<file path="config.mk">
export PLATFORM = sky130hd
export DESIGN_NAME = if_id_skid_stage
export DESIGN_NICKNAME = d
export VERILOG_FILES = /design/src/rtl/if_id_skid_stage.sv
export SDC_FILE = /design/constraint.sdc
export NUM_CORES = 1
export LEC_CHECK = 0
export CAP_MARGIN = 0
export CORE_MARGIN = 1.5
export CORE_UTILIZATION = 49
export DETAILED_ROUTE_END_ITERATION = 8
export PLACE_DENSITY = 0.8
export SKIP_LAST_GASP = 1
export SLEW_MARGIN = 20
export SYNTH_ARGS = -nofsm -noshare
export SYNTH_HDL_FRONTEND = slang
export SYNTH_SLANG_ARGS = --single-unit
</file>
<file path="constraint.sdc">
create_clock -name clk -period 2.2 [get_ports clk]
set_input_delay 0.22 -clock clk [delete_from_list [all_inputs] [get_ports clk]]
set_output_delay 0.22 -clock clk [all_outputs]
set_load 0.02 [all_outputs]
</file>
<file path="src/rtl/if_id_skid_stage.sv">
// IF/ID stage register with optional one-entry skid buffer, flush bubble and stall counter.
// Latency 1 cycle when empty; SKID_EN=1 gives a state-derived ready_o, SKID_EN=0 a combinational one.
module if_id_skid_stage #(
    parameter int                    WORD_WIDTH = 32,
    parameter logic [WORD_WIDTH-1:0] NOP_INSTR  = WORD_WIDTH'(32'h0000_0013),
    parameter bit                    SKID_EN    = 1'b1,
    parameter int                    CNT_WIDTH  = 16
) (
    input  logic                  clk,
    input  logic                  rst_n,
    input  logic                  valid_i,
    output logic                  ready_o,
    input  logic [WORD_WIDTH-1:0] program_count_i,
    input  logic [WORD_WIDTH-1:0] pc_plus4_i,
    input  logic [WORD_WIDTH-1:0] instruction_i,
    output logic                  valid_o,
    input  logic                  ready_i,
    input  logic                  stall_i,
    input  logic                  flush_i,
    output logic [WORD_WIDTH-1:0] program_count_o,
    output logic [WORD_WIDTH-1:0] pc_plus4_o,
    output logic [WORD_WIDTH-1:0] instruction_o,
    output logic [CNT_WIDTH-1:0]  stall_cnt_o
);

    typedef enum logic [1:0] {
        ST_EMPTY = 2'd0,
        ST_FULL  = 2'd1,
        ST_SKID  = 2'd2
    } state_e;

    state_e                state_q, state_d;
    logic [WORD_WIDTH-1:0] pc_q, pc_d;
    logic [WORD_WIDTH-1:0] pc4_q, pc4_d;
    logic [WORD_WIDTH-1:0] instr_q, instr_d;
    logic [WORD_WIDTH-1:0] skid_pc_q, skid_pc_d;
    logic [WORD_WIDTH-1:0] skid_pc4_q, skid_pc4_d;
    logic [WORD_WIDTH-1:0] skid_instr_q, skid_instr_d;
    logic [CNT_WIDTH-1:0]  stall_cnt_q, stall_cnt_d;

    logic out_ok;
    logic out_fire;
    logic in_fire;

    always_comb begin
        state_d      = state_q;
        pc_d         = pc_q;
        pc4_d        = pc4_q;
        instr_d      = instr_q;
        skid_pc_d    = skid_pc_q;
        skid_pc4_d   = skid_pc4_q;
        skid_instr_d = skid_instr_q;
        stall_cnt_d  = stall_cnt_q;

        valid_o  = (state_q != ST_EMPTY);
        out_ok   = ready_i & ~stall_i;
        out_fire = valid_o & out_ok;
        if (SKID_EN) begin
            ready_o = rst_n & (state_q != ST_SKID);
        end else begin
            ready_o = rst_n & (~valid_o | out_ok);
        end
        in_fire = valid_i & ready_o;

        case (state_q)
            ST_EMPTY: begin
                if (in_fire) begin
                    state_d = ST_FULL;
                    pc_d    = program_count_i;
                    pc4_d   = pc_plus4_i;
                    instr_d = instruction_i;
                end
            end
            ST_FULL: begin
                if (in_fire && out_fire) begin
                    pc_d    = program_count_i;
                    pc4_d   = pc_plus4_i;
                    instr_d = instruction_i;
                end else if (in_fire) begin
                    // Only reachable with the skid buffer: ready_o is 0 here otherwise.
                    state_d      = ST_SKID;
                    skid_pc_d    = program_count_i;
                    skid_pc4_d   = pc_plus4_i;
                    skid_instr_d = instruction_i;
                end else if (out_fire) begin
                    state_d = ST_EMPTY;
                end
            end
            ST_SKID: begin
                if (out_fire) begin
                    state_d = ST_FULL;
                    pc_d    = skid_pc_q;
                    pc4_d   = skid_pc4_q;
                    instr_d = skid_instr_q;
                end
            end
            default: state_d = ST_EMPTY;
        endcase

        if (valid_o && !out_ok && (stall_cnt_q != '1)) begin
            stall_cnt_d = stall_cnt_q + CNT_WIDTH'(1);
        end

        // Flush leaves PC fields as they were; only the instruction becomes a bubble.
        if (flush_i) begin
            state_d = ST_EMPTY;
            pc_d    = pc_q;
            pc4_d   = pc4_q;
            instr_d = NOP_INSTR;
        end
    end

    always_ff @(posedge clk) begin
        if (!rst_n) begin
            state_q      <= ST_EMPTY;
            pc_q         <= '0;
            pc4_q        <= '0;
            instr_q      <= NOP_INSTR;
            skid_pc_q    <= '0;
            skid_pc4_q   <= '0;
            skid_instr_q <= '0;
            stall_cnt_q  <= '0;
        end else begin
            state_q      <= state_d;
            pc_q         <= pc_d;
            pc4_q        <= pc4_d;
            instr_q      <= instr_d;
            skid_pc_q    <= skid_pc_d;
            skid_pc4_q   <= skid_pc4_d;
            skid_instr_q <= skid_instr_d;
            stall_cnt_q  <= stall_cnt_d;
        end
    end

    assign program_count_o = pc_q;
    assign pc_plus4_o      = pc4_q;
    assign instruction_o   = instr_q;
    assign stall_cnt_o     = stall_cnt_q;

endmodule

</file>
==> qor.yml <==
ys_types: 42
grt_overflow: 0
worst_path_largest_cell_delay_ns: 0.62
ant_nets: 0
cts_buffer_depth: 3
seqCellArea_um2: 4204
num_io_pins: 216
area_delta_synth_final_pct: 37.87
critical_path_buf_inv_count: 2
root_buffer: "clkbuf_16"
peakVddDrop_mv: 0.5602
coreArea_um2: 17120
final_common_cell: "nand2_1"
diodes: 0
hold_viol_final: 0
nets: 1297
synth_area_um2: 8514
status: "finished, final reports clean"
vias: 7988
cp_slowest_cell: "clkdlybuf4s50_1"
wl_per_cell_um: 16.43
post-cts-setup-buffers: 0
vias_per_cell: 5.570
holdBufCountCts: 0
initial_core_util_pct: 49.74
multiInputGateArea_um2: 3963
firstDrtPassIters: 5
gp_congestion: 0.7708
die_area_um2: 18180
cts_buffers: 22
num-fill-cells: 1390
cts.sinks: 210
dpl_worst_slack_ns: -0.02182
yosysWarnings: 0
finalClockSkew_ns: 0.01864
grt_pass1_vias: 7625
slew_headroom_pct: 65.83
clkLatencyLatePin_ns: 0.50
crit_type: "register to output pin"
avgSynthCellArea_um2: 8.389
port_buffers: 215
grt_usage_pct: 25.00
finalNonFillerCells: 1434
cts_tree: "built"
internal_power_w: 0.006664
htreeDepth: 1
required_ns: 1.98
fin_tns_setup_ns: 0
synth-edff-count: 0
power.leakage_nw: 4.432
critPathTopFamily: "buffers and inverters"
synth_cells: 1015
endpoint_kind: "output pin"
power_frac_comb_pct: 11.9
crit_path_start_kind: "register"
p_per_area_nw_per_um2: 747.9
rows: 48
die_w_um: 134.8
dp_hpwl_mm: 14.81
power_frac_seq_pct: 45.5
clkTransAtPathRegs_ns: 0.06
die_h_um: 134.8
antenna_found_initial: 0
cts-resized-gates: 1
drv_cap: 0
arrival_ns: 1.82
synthArstFlopShare_pct: 0
min_path_type: "input pin to register"
rsz0062_at_grt: "no"
drive_gt1_share_pct: 6.369
setup_viol: 0
dp_cells: 1395
drtIter0Drc: 568
wirelength_mm: 23.56
clkPwrFrac_pct: 42.6
switching_share_pct: 24.10
grt_first_pass_wirelength_mm: 37.47
worst_pin_slew_ns: 0.4996
syn_nets: 1118
grt_max_degree: 109
drv_slew: 0
power.switching_w: 0.002116
synthFlopType: "dfxtp_1"
fmax_mhz: 489.4
final_cell_mix: "269 x nand2_1, 214 x clkdlybuf4s50_1, 210 x dfxtp_1"
fin_crit_sh_pct: 92.87
setup_slack_ns: 0.1568
critical_path.cell_chain: "nor2_2, inv_1, clkdlybuf4s50_1"
cp_max_fo: 7
ys_ff_latch: 210
drcViolationCount: 0
ys_seq_area_share_pct: 49.38
min_period_ns: 2.043
-- cell usage after synthesis, types with 2 or more instances --
cell type / n / area share, %
a311oi_1: 29 / 3.0
clkbuf_1: 66 / 2.9
or3_1: 4 / 0.29
inv_1: 6 / 0.26
o311ai_0: 2 / 0.21
nand3_1: 7 / 0.41
buf_1: 9 / 0.40
o31ai_1: 7 / 0.62
nor3_1: 2 / 0.12
nand4_1: 3 / 0.22
a21oi_1: 170 / 10
nand2_1: 269 / 12
and4_1: 2 / 0.21
o41ai_1: 2 / 0.21
a211oi_1: 64 / 5.6
a2111oi_0: 2 / 0.21
mux2i_1: 69 / 8.1
and2_1: 2 / 0.15
buf_2: 16 / 0.94
nor2_1: 36 / 1.6
or4_1: 7 / 0.62
nor2b_1: 2 / 0.15
o21ai_0: 4 / 0.24
dfxtp_1: 210 / 49
and3_1: 5 / 0.37
nand2b_1: 4 / 0.29
-- path summary, 6_finish.rpt --
check,endpoint,from,cells past startpoint,slack (ns)
worst max-delay path,valid_o,state_q[1],3,0.16
worst min-delay path,skid_pc4_q[11],pc_plus4_i[11],3,0.29
worst max register to register,stall_cnt_o[6],stall_cnt_o[0],4,0.25
worst min register to register,skid_pc4_q[12],skid_pc4_q[12],2,0.45
-- power by group through the flow --
stage | Sequential, W | Clock [W] | Combinational, W
after detailed placement | 0.00407 | 0 | 0.00104
after global placement | 0.00407 | 0 | 0.00102
after CTS | 0.00399 | 0.00379 | 0.00105
after global routing | 0.00400 | 0.00393 | 0.00113
final | 0.00399 | 0.00374 | 0.00104
after floorplan | 0.00418 | 0 | 0.000378
-- layer usage --
metal  GRT usage [%]  vias up  routed length, µm
met3           7.282       34               2062
met1           31.14     3758               9943
met5               0        -                  0
li1                -     3926                  -
met4           6.452        0                483
met2           42.51      270              11070
-- flip-flops by register name, summed over array words and instances, names as in the netlist --
signal	cells
skid_pc_q	32
state_q	2
skid_instr_q	32
skid_pc4_q	32
stall_cnt_o	16
pc_plus4_o	32
program_count_o	32
instruction_o	32
-- kinds of logic (layout without fill, tap and decap cells) --
family / count (synthesis) / after routing / synth area share, %
muxes: 69 / 69 / 8.112
AOI/OAI and AO/OA: 285 / 285 / 20.59
buffers and inverters: 97 / 291 / 4.511
adders and majority gates: 1 / 1 / 0.1469
DFF: 210 / 210 / 49.38
and+or+nand+nor: 353 / 353 / 17.27
-- per-stage QoR --
stage | cell area (µm²) | power, W | hold slack, ns | utilization, %
3_5_place_dp | 11010 | 0.005115 | 0.4462 | 64.31
4_1_cts | 11740 | 0.008829 | 0.2784 | 68.58
2_1_floorplan | 8514 | 0.004559 | 0.3456 | -
3_3_place_gp | 11010 | 0.005096 | 0.4405 | 64.31
5_1_grt | 11740 | 0.009061 | 0.3027 | 68.58
6_report | 11740 | 0.008780 | 0.2904 | 68.58
-- cell type report --
type / count / share of cell area, %
Inverter: 6 / 0.2132
Multi-Input combinational cell: 708 / 33.76
Clock buffer: 35 / 5.798
Timing Repair Buffer: 246 / 21.58
Sequential cell: 210 / 35.81
Clock inverter: 4 / 0.4370
Tap cell: 225 / 2.398
-- tightest hold or removal path, cell delays in order --
cell and delay, ns:
clkdlybuf4s50_1 0.41, nand2_1 0.06, a21oi_1 0.05
Note: power is estimated with default switching activity, not from simulation.
==> edit, RTL diff (same flow settings) <==
Change the parameter `CNT_WIDTH` from 16 to 32.
--- a/src/rtl/if_id_skid_stage.sv
+++ b/src/rtl/if_id_skid_stage.sv
@@ -4,7 +4,7 @@
     parameter int                    WORD_WIDTH = 32,
     parameter logic [WORD_WIDTH-1:0] NOP_INSTR  = WORD_WIDTH'(32'h0000_0013),
     parameter bit                    SKID_EN    = 1'b1,
-    parameter int                    CNT_WIDTH  = 16
+    parameter int                    CNT_WIDTH  = 32
 ) (
     input  logic                  clk,
     input  logic                  rst_n,
Ports: changed (resized stall_cnt_o); port bits go from 216 to 232. The function was not compared with the original's and may differ.
==> edit against the original RTL <==
  * The flow now finishes with violations (DRC)
  * Wire length is 7.0% higher
  * Utilization is 1.6 points higher
  * Register-to-register slack worse by 0.16 ns
  * Clock power is 9.4% higher
  * Synthesized area is 6.9% higher
  * Setup slack worse by 0.071 ns
  * Via count is 12% higher
  * Sequential cell count is 16 higher
  * Design area is 8.2% higher
  * Power is 6.8% higher
  * Non-clock buffer count is 28 higher
  * Largest power group unchanged
  * Highest routed layer unchanged
==> edit: results (changes against the original RTL) <==
stage,metric,value,unit,change
synth,synth_area_per_cell,7.74,um^2,was 8.39 um^2
synth,yosysSeqAreaShare,0.497,,was 0.494
setup_path,crit_slowest_cell,or4_1,,was clkdlybuf4s50_1
global_route,met1_usage,0.318,,was 0.311
placement,pre_cts_slack,0.0136,ns,was -0.0218 ns
final_layout,fill_cells,1445,,was 1390
setup_path,cpPeakStageDelay,0.49,ns,was 0.62 ns
setup_path,crit_path_start,stall_cnt_o[0]$_SDFFE_PN0P_,,was state_q[1]$_SDFFE_PP0P_
power_and_ir_drop,combPwrFrac,0.107,,was 0.119
final_layout,final_layout_size_suffix_gt1_frac,0.0659,,was 0.0637
power_and_ir_drop,clk-power,4.09,mW,was 3.74 mW
routing,route.detailed.drc,12,,was 0
global_route,grt_pass1_vias,8304,,was 7625
run_status,violations,DRC,,
routing,dr.pass1.iters,9,,was 5
routing,wl_per_cell,15.5,um,was 16.4 um
run_status,status,"complete, but fails checks",,was completed
power_and_ir_drop,leakagePower,4.39,nW,was 4.43 nW
power_and_ir_drop,swShare,0.229,,was 0.241
timing,whs,0.294,ns,was 0.290 ns
routing,wl_met1,10700,um,was 9940 um
global_route,grt_pass1_wl,40600,um,was 37500 um
global_route,grt_use_met3,0.0413,,was 0.0728
timing,fmax,0.473,GHz,was 0.489 GHz
routing,route.met2.wl,12400,um,was 11100 um
==> edit: cell count changes in the layout (fill, tap and decap cells not counted), sizes merged, moves of 4 or more <==
cell           change
a211oi            -59
a21oi             -55
a311oi            +64
buf               +12
clkdlybuf4s50     +16
dfxtp             +16
mux2i             -66
nand2            +136
nand3              +5
nand4             +10
nor2              +82
o21ai              +7
or3                +4
xnor2             +11
==> edit: area by class of cell <==
class                           count  area share
Clock buffer                       35      0.0577
Inverter                            5     0.00187
Timing Repair Buffer              274       0.222
Multi-Input combinational cell    850       0.333
Clock inverter                      6     0.00630
Sequential cell                   226       0.356
Tap cell                          229      0.0226
==> edit: cells by family after synthesis <==
kind of cell / Yosys count / share of synthesized area
mux: 4 / 0.00454
buf+inv: 99 / 0.0433
flops: 226 / 0.497
xor+xnor: 12 / 0.0115
simple gates: 592 / 0.264
fa+ha+maj: 1 / 0.00137
compound gates: 241 / 0.178
